--- config.mk ---
export PLATFORM = sky130hd
export DESIGN_NAME = sram_bus_arbiter
export DESIGN_NICKNAME = d
export VERILOG_FILES = /design/src/rtl/sram_bus_arbiter.sv
export SDC_FILE = /design/constraint.sdc
export NUM_CORES = 1
export LEC_CHECK = 0
export CAP_MARGIN = 0
export CORE_MARGIN = 2
export CORE_UTILIZATION = 42
export CTS_BUF_LIST = sky130_fd_sc_hd__clkbuf_4
export DETAILED_ROUTE_END_ITERATION = 10
export PLACE_DENSITY = 0.83
export RECOVER_POWER = 25
export SETUP_SLACK_MARGIN = 0.1
export SLEW_MARGIN = 20
export SYNTH_ARGS = -nofsm -noshare
export SYNTH_HDL_FRONTEND = slang
export SYNTH_SLANG_ARGS = --single-unit
--- constraint.sdc ---
create_clock -name clk -period 2.5 [get_ports clk]
set_input_delay 0.25 -clock clk [delete_from_list [all_inputs] [get_ports clk]]
set_output_delay 0.25 -clock clk [all_outputs]
set_load 0.05 [all_outputs]
--- src/rtl/sram_bus_arbiter.sv ---
// Arbitrates one SRAM-like bus between the IF fetch port and the MEM load/store port,
// one transaction at a time, with a per-transaction timeout and pipeline stall requests.
module sram_bus_arbiter #(
  parameter int unsigned MAX_WAIT = 16
) (
  input  logic        clk,
  input  logic        rst,
  input  logic        inst_req,
  input  logic [31:0] inst_addr,
  output logic        inst_addr_ok,
  output logic        inst_data_ok,
  output logic [31:0] inst_rdata,
  input  logic        data_req,
  input  logic        data_wr,
  input  logic [3:0]  data_wstrb,
  input  logic [31:0] data_addr,
  input  logic [31:0] data_wdata,
  output logic        data_addr_ok,
  output logic        data_data_ok,
  output logic [31:0] data_rdata,
  output logic        bus_req,
  output logic        bus_wr,
  output logic [3:0]  bus_wstrb,
  output logic [31:0] bus_addr,
  output logic [31:0] bus_wdata,
  input  logic        bus_addr_ok,
  input  logic        bus_data_ok,
  input  logic [31:0] bus_rdata,
  output logic        stallreq_if,
  output logic        stallreq_mem,
  output logic        bus_err
);

  localparam int unsigned CW    = (MAX_WAIT > 1) ? $clog2(MAX_WAIT) : 1;
  localparam int unsigned LIMIT = (MAX_WAIT > 0) ? MAX_WAIT - 1 : 0;

  typedef enum logic [1:0] {IDLE, ADDR, WAIT} state_e;
  typedef enum logic [1:0] {OWN_NONE, OWN_INST, OWN_DATA} owner_e;

  typedef struct packed {
    logic        wr;
    logic [3:0]  wstrb;
    logic [31:0] addr;
    logic [31:0] wdata;
  } bus_cmd_t;

  state_e          state_q, state_d;
  owner_e          owner_q, owner_d;
  owner_e          last_q, last_d;
  logic [CW-1:0]   cnt_q, cnt_d;
  bus_cmd_t        cmd_q, cmd_d;
  logic            bus_req_q, bus_req_d;
  logic            inst_addr_ok_q, inst_addr_ok_d;
  logic            data_addr_ok_q, data_addr_ok_d;
  logic            inst_data_ok_q, inst_data_ok_d;
  logic            data_data_ok_q, data_data_ok_d;
  logic            bus_err_q, bus_err_d;
  logic [31:0]     inst_rdata_q, inst_rdata_d;
  logic [31:0]     data_rdata_q, data_rdata_d;

  logic            inst_cand, data_cand;
  logic            done, abort, timeout;
  logic [31:0]     ret_data;

  // A requester's req seen alongside its own data_ok belongs to the finished transaction
  assign inst_cand = inst_req & ~inst_data_ok_q;
  assign data_cand = data_req & ~data_data_ok_q;

  always_ff @(posedge clk) begin
    if (rst) begin
      state_q        <= IDLE;
      owner_q        <= OWN_NONE;
      last_q         <= OWN_INST;
      cnt_q          <= '0;
      cmd_q          <= '0;
      bus_req_q      <= 1'b0;
      inst_addr_ok_q <= 1'b0;
      data_addr_ok_q <= 1'b0;
      inst_data_ok_q <= 1'b0;
      data_data_ok_q <= 1'b0;
      bus_err_q      <= 1'b0;
      inst_rdata_q   <= '0;
      data_rdata_q   <= '0;
    end else begin
      state_q        <= state_d;
      owner_q        <= owner_d;
      last_q         <= last_d;
      cnt_q          <= cnt_d;
      cmd_q          <= cmd_d;
      bus_req_q      <= bus_req_d;
      inst_addr_ok_q <= inst_addr_ok_d;
      data_addr_ok_q <= data_addr_ok_d;
      inst_data_ok_q <= inst_data_ok_d;
      data_data_ok_q <= data_data_ok_d;
      bus_err_q      <= bus_err_d;
      inst_rdata_q   <= inst_rdata_d;
      data_rdata_q   <= data_rdata_d;
    end
  end

  always_comb begin
    state_d        = state_q;
    owner_d        = owner_q;
    last_d         = last_q;
    cnt_d          = cnt_q;
    cmd_d          = cmd_q;
    bus_req_d      = bus_req_q;
    inst_addr_ok_d = 1'b0;
    data_addr_ok_d = 1'b0;
    inst_data_ok_d = 1'b0;
    data_data_ok_d = 1'b0;
    bus_err_d      = 1'b0;
    inst_rdata_d   = inst_rdata_q;
    data_rdata_d   = data_rdata_q;
    done           = (state_q == WAIT) && bus_data_ok;
    timeout        = (MAX_WAIT != 0) && (cnt_q == CW'(LIMIT));
    abort          = 1'b0;
    ret_data       = '0;

    case (state_q)
      IDLE: begin
        if (inst_cand || data_cand) begin
          bus_req_d = 1'b1;
          cnt_d     = '0;
          state_d   = ADDR;
          if (data_cand && (!inst_cand || last_q == OWN_INST)) begin
            owner_d     = OWN_DATA;
            cmd_d.wr    = data_wr;
            cmd_d.wstrb = data_wr ? data_wstrb : 4'b0000;
            cmd_d.addr  = data_addr;
            cmd_d.wdata = data_wr ? data_wdata : 32'h0;
          end else begin
            owner_d     = OWN_INST;
            cmd_d.wr    = 1'b0;
            cmd_d.wstrb = 4'b0000;
            cmd_d.addr  = inst_addr;
            cmd_d.wdata = 32'h0;
          end
        end
      end
      ADDR, WAIT: begin
        abort = !done && timeout;
        if (done || abort) begin
          // Completion or timeout: return to IDLE and hand the result to the owner
          ret_data  = (done && !cmd_q.wr) ? bus_rdata : 32'h0;
          state_d   = IDLE;
          bus_req_d = 1'b0;
          last_d    = owner_q;
          owner_d   = OWN_NONE;
          bus_err_d = abort;
          if (owner_q == OWN_DATA) begin
            data_data_ok_d = 1'b1;
            data_rdata_d   = ret_data;
          end else begin
            inst_data_ok_d = 1'b1;
            inst_rdata_d   = ret_data;
          end
        end else begin
          if (MAX_WAIT != 0) cnt_d = cnt_q + CW'(1);
          if (state_q == ADDR && bus_addr_ok) begin
            state_d   = WAIT;
            bus_req_d = 1'b0;
            if (owner_q == OWN_DATA) data_addr_ok_d = 1'b1;
            else                     inst_addr_ok_d = 1'b1;
          end
        end
      end
      default: state_d = IDLE;
    endcase
  end

  assign inst_addr_ok = inst_addr_ok_q;
  assign inst_data_ok = inst_data_ok_q;
  assign inst_rdata   = inst_rdata_q;
  assign data_addr_ok = data_addr_ok_q;
  assign data_data_ok = data_data_ok_q;
  assign data_rdata   = data_rdata_q;
  assign bus_req      = bus_req_q;
  assign bus_wr       = cmd_q.wr;
  assign bus_wstrb    = cmd_q.wstrb;
  assign bus_addr     = cmd_q.addr;
  assign bus_wdata    = cmd_q.wdata;
  assign bus_err      = bus_err_q;
  assign stallreq_if  = inst_req & ~inst_data_ok_q;
  assign stallreq_mem = data_req & ~data_data_ok_q;

endmodule
==> impl_metrics.tcl, run 1 <==
set metrics [dict create \
    crit_family "simple AND/OR/NAND/NOR gates" \
    routedWlPerCell_um 15.5 \
    port_buffers 279 \
    power.leakage_uw 0.00316 \
    synth_nets 831 \
    slew_headroom_pct 41.0 \
    htreeDepth 4 \
    fin_skew_ns 0.0200 \
    io_pins 280 \
    cpMaxStageDelayCell "or4_1" \
    synth_edf_count 0 \
    grt_overflow 0 \
    syn-instance-count 687 \
    start_util_pct 43.2 \
    fill_cells 1121 \
    crit_path_max_incr_delay_ns 0.55 \
    min_from "data_wdata[15]" \
    first_global_vias 5314 \
    grt_first_pass_wirelength_um 27100 \
    ys_warn_count 0 \
    gp_congestion 0.851 \
    final_cell_count_no_fill 1130 \
    syn_avg_cell_area_um2 8.40 \
    synth.area.top_cells "dfxtp_1, a21oi_1, nand3_1" \
    antenna_found_initial 0 \
    timing.final.crit_period_ns 2.12 \
    finalNetCount 1086 \
    setup_viol 0 \
    cts_tree "yes" \
    yosys_most_used_dff "dfxtp_1" \
    rows 42 \
    worst-path-buf-inv 1 \
    rsz0062_at_grt "false" \
    synthDistinctLibCells 37 \
    detail-route-antenna-nets 0 \
    arrival_ns 2.58 \
    clkLatencyLatePin_ns 0.54 \
    synthArstFlopShare_pct 0 \
    status "completed" \
    diodes 0 \
    worstMarginPinSlew_ns 0.885 \
    rrSetupSlack_ns 0.38 \
    crit_path_start_kind "register" \
    regToRegEndpoint "cnt_q[3]" \
    dpl.hpwl_um 12400 \
    cts_buffers 17 \
    dpl.cell_count 1098 \
    drt_iter0_markers 544 \
    power_uw 6440 \
    powerDensity_nw_per_um2 717 \
    grt_max_degree 81 \
    dp_slack_ns 0.0682 \
    viasPerCell 5.19 \
    holdPathStages 3 \
    drive_above_1_share_pct 5.66 \
    finalSetupTns_ns 0 \
    groute.usage.overall_pct 23.4 \
    fin_util_pct 67.2 \
    cp_data_required_time_ns 2.95 \
    cp_cell_sequence "inv_1 > ha_1 > or2_2 > o31ai_2 > or4_1 > a221oi_2" \
    wirelength_um 17600 \
    yosys.area.top_type "dfxtp_1" \
    synth_area_um2 5770 \
    synthToLayoutAreaGrowth_pct 55.6 \
    finalHoldViolCount 0 \
    die_y_um 121 \
    r2r_cells 6 \
    ys_seq_area_share_pct 51.7 \
    die_w_um 121 \
    path_depth 6 \
    final_cell_mix "clkdlybuf4s50_1, dfxtp_1, a21oi_1, nand2_1, nand3_1" \
    drc_errors 0 \
    cap_violations 0 \
    clk_pin_slew_worst_paths_ns 0.12 \
    yosysTopAreaCellShare_pct 51.7 \
    endpoint_kind "register" \
    slew_viol_final 0 \
    die_area_um2 14700 \
    path_max_fanout 11 \
    core_area_um2 13300 \
    cts_buffer_depth 2 \
    vdd_drop_max_v 0.000537 \
    hp-class "primary input to register" \
    synth_seq_cells 149 \
    cts.sinks 149 \
    drtPass1Iterations 5 \
    whs_endpoint "bus_wdata[15]" \
    critical_path_class "register to register" \
    timing.final.ws_setup_ns 0.377 \
    rr_startpoint "state_q[0]" \
    vias 5862 \
    clockRootBuffer "clkbuf_4" \
    post-route-period-util_pct 84.9 \
    layout_commonest_cell "clkdlybuf4s50_1" \
    fmax_ghz 0.471 \
]
worst max-delay path by stage:
stage | from | to | slack [ns]
floorplan | data_data_ok | cnt_q[0] | 0.41
global placement | data_req | cnt_q[0] | 0.18
detailed placement | inst_req | cnt_q[0] | 0.07
CTS | state_q[1] | cnt_q[0] | 0.22
global route | state_q[1] | bus_wdata[10] | 0.15
finish | state_q[0] | cnt_q[3] | 0.38
registers in the layout, summed over array words and instances (netlist names), 2 cells and up:
register / flops
last_q: 2
inst_rdata: 32
bus_wstrb: 4
cnt_q: 4
bus_wdata: 32
data_rdata: 32
bus_addr: 32
state_q: 2
owner_q: 2
power by group:
part	leakage, uW	internal, uW	total, uW	switching (uW)
Combinational	0.00180	759	2210	1450
Clock	0.000152	695	1500	809
Sequential	0.00121	2600	2720	122
layer usage:
metal	up-vias	track usage, %	part of all wire (%)
met4	0	10.1	2.9
met1	2680	29.5	42
met2	234	37.4	47
li1	2912	-	-
met3	36	6.72	8.1
met5	-	0	0
Yosys cell counts, types with 2 or more instances:
cell type and instances:
nor2_1 3, o31ai_1 2, or3_1 2, buf_2 12
a221oi_1 2, nand2b_1 4, nor2b_1 3, nand2_1 112
nor3_1 3, dfxtp_1 149, buf_1 6, nand3_1 108
nor4_1 2, mux2i_1 33, o21ai_0 37, a21oi_1 139
inv_1 7, buf_4 3, ha_1 5, clkbuf_1 38
cells by family (layout without fill, tap and decap cells):
group / Yosys count / count (layout) / synth area share (%)
flops: 149 / 149 / 51.7
mux: 33 / 33 / 5.73
compound gates: 190 / 190 / 17.6
simple gates: 243 / 243 / 19.1
buf+inv: 67 / 334 / 4.82
fa+ha+maj: 5 / 5 / 1.08
final cells by class:
type	count	area [um^2]	area share [%]
Clock buffer	19	143	1.59
Clock inverter	12	136	1.52
Inverter	8	30.0	0.335
Multi-Input combinational cell	471	2540	28.3
Sequential cell	149	2980	33.2
Tap cell	176	220	2.45
Timing Repair Buffer	295	2930	32.6
worst min-delay path, stage by stage:
cell             delay [ns]
clkdlybuf4s50_1        0.40
nand3_1                0.07
a21oi_1                0.06
through the flow:
step	hold WS, ns	area, um^2
CTS	0.209	9000
global route	0.225	8970
global placement	0.437	8710
finish	0.264	8970
floorplan	0.398	5770
detailed placement	0.444	8710
what timing repair did:
action / 4_1_cts / 5_1_grt
hold buffers: 1 / 0
endpoints found under the setup margin: 0 / 2
buffers inserted: 0 / 0
gates resized for setup: 0 / 1
endpoints found under the hold margin: 4 / 0
No activity file was read; power rests on OpenSTA's default activity.
==> inputs of run 2 (changes only) <==
- CORE_UTILIZATION: 42 -> 38
- PLACE_DENSITY: 0.83 -> 0.79
- clock period: 2.5 -> 1.8 ns (I/O delays scaled with it)
==> impl_metrics.tcl, run 2 (same netlist as run 1, synthesis figures left out) <==
set metrics [dict create \
    crit_family "simple AND/OR/NAND/NOR gates" \
    slew_headroom_pct 56.6 \
    crit_path_max_incr_delay_ns 0.37 \
    synthToLayoutAreaGrowth_pct 62.4 \
    critical_path_class "register to register" \
    finalNetCount 1108 \
    hp-class "primary input to register" \
    switching_power_uw 3470 \
    switching_share_pct 37.3 \
    start_util_pct 38.4 \
    post-route-period-util_pct 93.8 \
    io_pins 280 \
    finalSetupTns_ns 0 \
    drive_above_1_share_pct 11.4 \
    path_max_fanout 7 \
    core_area_um2 15000 \
    worstMarginPinSlew_ns 0.654 \
    vdd_drop_max_v 0.000589 \
    cts_tree "yes" \
    vias 6017 \
    finalHoldViolCount 0 \
    htreeDepth 4 \
    port_buffers 279 \
    drt_iter0_markers 390 \
    fill_cells 1351 \
    groute.usage.overall_pct 22.0 \
    viasPerCell 5.16 \
    rsz0062_at_grt "true" \
    clockRootBuffer "clkbuf_4" \
    fin_skew_ns 0.0138 \
    grt_max_degree 112 \
    first_global_vias 5668 \
    die_area_um2 16200 \
    cts_buffers 17 \
    worst-path-buf-inv 3 \
    slew_viol_final 0 \
    cts.sinks 149 \
    fin_util_pct 62.3 \
    routedWlPerCell_um 16.3 \
    detail-route-antenna-nets 0 \
    fmax_ghz 0.592 \
    cts_buffer_depth 2 \
    timing.final.ws_setup_ns 0.112 \
    postCtsHoldBufs 0 \
    clkPwrFrac_pct 24.7 \
    drc_errors 0 \
    holdWs_ns 0.114 \
    grt_overflow 0 \
    final_cell_mix "dfxtp_1, clkdlybuf4s50_1, a21oi_1, nand2_1, nand3_1" \
    gp_congestion 0.805 \
    cap_violations 0 \
    antenna_found_initial 1 \
    arrival_ns 2.14 \
    cpMaxStageDelayCell "dfxtp_2" \
    layout_commonest_cell "dfxtp_1" \
    die_y_um 127 \
    rows 45 \
    dp_slack_ns -0.00933 \
    endpoint_kind "register" \
    grt_first_pass_wirelength_um 28500 \
    clkLatencyLatePin_ns 0.54 \
    drtPass1Iterations 4 \
    cp_cell_sequence "inv_4 > ha_4 > inv_6 > nor2_2 > clkbuf_1 > or3_1 > a221oi_1" \
    crit_path_start_kind "register" \
    seq_power_share_pct 40.8 \
    wirelength_um 19000 \
    powerDensity_nw_per_um2 995 \
    dpl.hpwl_um 12400 \
    power.leakage_uw 0.00378 \
    p_int_uw 5840 \
    timing.final.crit_period_ns 1.69 \
    cp_data_required_time_ns 2.25 \
    setup_viol 0 \
    die_w_um 127 \
    combPwrFrac_pct 34.5 \
    clk_pin_slew_worst_paths_ns 0.12 \
    status "completed" \
]
## run 2: power groups by stage
stage / registers [uW] / clock network, uW / logic (uW)
after floorplan: 4790 / 0 / 1070
after global placement: 3850 / 0 / 3280
after detailed placement: 3850 / 0 / 3310
after CTS: 3780 / 2390 / 3140
after global routing: 3840 / 2520 / 3420
final: 3800 / 2300 / 3210
## run 2: final timing paths
kind / from / cells after the start / slack [ns] / to
max: state_q[0] / 7 / 0.11 / cnt_q[0]
min reg2reg: bus_wdata[18] / 2 / 0.45 / bus_wdata[18]
min: rst / 4 / 0.11 / last_q[0]
max reg2reg: state_q[0] / 7 / 0.11 / cnt_q[0]
## run 2: metal layers
metal	track usage (%)	part of all wire [%]	routed length, um
met4	8.21	2.6	486
met5	0	0	0
met2	36.6	47	9000
met3	5.90	6.2	1190
met1	27.3	44	8290
## run 2: layout make-up
cell class	instances	area [um^2]	area share, %
Antenna cell	1	2.50	0.0267
Tap cell	188	235	2.51
Sequential cell	149	3000	32.0
Inverter	8	47.5	0.508
Clock buffer	21	158	1.68
Multi-Input combinational cell	471	2680	28.6
Clock inverter	11	158	1.68
Timing Repair Buffer	317	3090	33.0
## run 2: worst min-delay path: cells and delay by family
kind / cells / cell delay (ns)
AND/OR/NAND/NOR: 1 / 0.09
buffers and inverters: 3 / 0.36
## run 2: per-stage QoR
step / cells / instance area (um^2) / power (uW)
after floorplan: 687 / 5850 / 5860
after global placement: 1122 / 8980 / 7130
after detailed placement: 1122 / 8980 / 7160
after CTS: 1154 / 9140 / 9300
after global routing: 1166 / 9370 / 9790
final: 1166 / 9370 / 9320
## run 2: timing repair
action,CTS,global route
gates cloned,0,5
setup endpoints to repair,173,120
setup buffers,0,6
resized for setup,138,85
pin swaps,1,8
==> inputs of run 3 (changes only) <==
- ABC_AREA: unset -> 1
- CORE_UTILIZATION: 38 -> 39
- PLACE_DENSITY: 0.79 -> 0.78
- SKIP_CTS_REPAIR_TIMING: unset -> 1
==> impl_metrics.tcl, run 3 <==
set metrics [dict create \
    routedWlPerCell_um 14.5 \
    die_w_um 132 \
    finalHoldViolCount 0 \
    start_util_pct 40.0 \
    power.leakage_uw 0.00630 \
    critical_path_class "register to register" \
    fin_util_pct 63.4 \
    yosys.area.top_type "dfxtp_1" \
    switching_power_uw 5250 \
    drt_iter0_markers 390 \
    cts.sinks 149 \
    busiest_layer "met2" \
    syn-instance-count 901 \
    synth_area_um2 6350 \
    wirelength_um 20400 \
    port_buffers 279 \
    dpl.hpwl_um 13700 \
    synthArstFlopShare_pct 0 \
    drc_errors 0 \
    dp_slack_ns 0.0497 \
    slew_headroom_pct 56.0 \
    die_area_um2 17300 \
    crit_path_start_kind "register" \
    yosysMostFrequentCell "nand2_1" \
    antenna_found_initial 2 \
    status "completed" \
    vdd_drop_max_v 0.000626 \
    grt_max_degree 57 \
    drtPass1Iterations 5 \
    setup_viol 0 \
    yosysTopAreaCellShare_pct 46.9 \
    syn_avg_cell_area_um2 7.05 \
    worstMarginPinSlew_ns 0.662 \
    first_global_vias 6065 \
    clkLatencyLatePin_ns 0.54 \
    finalNetCount 1315 \
    grt_first_pass_wirelength_um 31000 \
    cts_buffer_depth 2 \
    clk_pin_slew_worst_paths_ns 0.12 \
    drive_above_1_share_pct 9.21 \
    synthTopCellsByCount "nand2_1, nor2_1, dfxtp_1" \
    gp_congestion 0.864 \
    detail-route-antenna-nets 0 \
    layout_commonest_cell "nand2_1" \
    powerDensity_nw_per_um2 1160 \
    synthToLayoutAreaGrowth_pct 58.4 \
    yosys_most_used_dff "dfxtp_1" \
    synth_edf_count 0 \
    post-route-period-util_pct 90.0 \
    timing.final.ws_setup_ns 0.180 \
    final_cell_mix "nand2_1, nor2_1, dfxtp_1, clkdlybuf4s50_1, dlymetal6s2s_1" \
    synth_seq_cells 149 \
    cts_tree "yes" \
    cts_buffers 17 \
    grt_overflow 0 \
    viasPerCell 4.74 \
    timing.final.crit_period_ns 1.62 \
    arrival_ns 2.09 \
    fmax_ghz 0.617 \
    endpoint_kind "register" \
    rsz0062_at_grt "false" \
    seq_power_share_pct 34.8 \
    grt_use_met2_pct 36.4 \
    path_max_fanout 32 \
    synthDistinctLibCells 25 \
    hp-class "primary input to register" \
    use_met3_pct 5.05 \
    rows 46 \
    clockRootBuffer "clkbuf_4" \
    gr-usage-met1_pct 26.9 \
    startpoint "state_q[0]" \
    vias 6640 \
    min_from "data_wdata[21]" \
    ys_warn_count 0 \
    combPwrFrac_pct 48.5 \
    rr_startpoint "state_q[0]" \
    htreeDepth 4 \
    cp_data_required_time_ns 2.27 \
    synth.area.top_cells "dfxtp_1, nand2_1, nor2_1" \
    slew_viol_final 0 \
    groute.usage.overall_pct 21.9 \
    core_area_um2 15900 \
    synth_nets 1045 \
    ys_seq_area_share_pct 46.9 \
    io_pins 280 \
    fill_cells 1436 \
    fin_skew_ns 0.0156 \
    switching_share_pct 45.1 \
    cap_violations 0 \
    die_y_um 132 \
    p_int_uw 6390 \
    clkPwrFrac_pct 16.6 \
]
-- run 3: kinds of logic (layout without fill, tap and decap cells) --
group / count (synthesis) / after routing / synth area share (%)
AOI/OAI and AO/OA: 123 / 123 / 9.73
DFF: 149 / 149 / 46.9
adders and majority gates: 5 / 5 / 0.984
buffers and inverters: 151 / 433 / 10.0
and+or+nand+nor: 473 / 473 / 32.3
other: 0 / 2 / 0
-- run 3: layout make-up --
type                            count  area, um^2  share of cell area (%)
Timing Repair Buffer              310        3410                    33.9
Sequential cell                   149        2990                    29.7
Multi-Input combinational cell    601        2780                    27.6
Inverter                           91         357                    3.54
Tap cell                          216         270                    2.68
Clock buffer                       19         143                    1.42
Clock inverter                     12         108                    1.07
Timing Repair inverter              1        8.76                  0.0870
Antenna cell                        2        5.00                  0.0497
-- run 3: worst paths after layout --
kind                    end  slack (ns)  cells past startpoint
min reg2reg   data_rdata[0]        0.45                      2
min           bus_wdata[21]        0.18                      3
max          data_rdata[13]        0.18                      8
max reg2reg  data_rdata[13]        0.18                      8
-- run 3: stage by stage --
| stage | power, uW | cells | hold slack (ns) | TNS (ns) | area, um^2 |
|---|---|---|---|---|---|
| finish | 11600 | 1401 | 0.182 | 0 | 10100 |
| global route | 12400 | 1401 | 0.135 | 0 | 10100 |
| CTS | 11700 | 1389 | -0.0925 | -19.22 | 9650 |
| detailed placement | 9720 | 1358 | 0.437 | 0 | 9400 |
| global placement | 9670 | 1358 | 0.432 | 0 | 9400 |
| floorplan | 7890 | 901 | 0.323 | 0 | 6360 |
-- run 3: power groups by stage --
stage	clock network [uW]	logic, uW	registers, uW
2_1_floorplan	0	2260	5630
3_3_place_gp	0	5560	4110
3_5_place_dp	0	5590	4130
4_1_cts	2000	5610	4060
5_1_grt	2160	6110	4110
6_report	1940	5650	4050
-- run 3: routing by layer --
layer / vias to the layer above / wire length, um
met5: - / 0
met4: 0 / 539
met3: 37 / 1120
met2: 205 / 10200
met1: 3028 / 8520
li1: 3370 / -
-- run 3: worst max-delay path: stages (launching register included) --
cell	delay (ns)
dfxtp_1	0.35
inv_2	0.10
ha_1	0.17
nand2_2	0.08
or2_1	0.25
buf_12	0.19
nor2_1	0.14
o21ai_0	0.11
a21oi_1	0.15
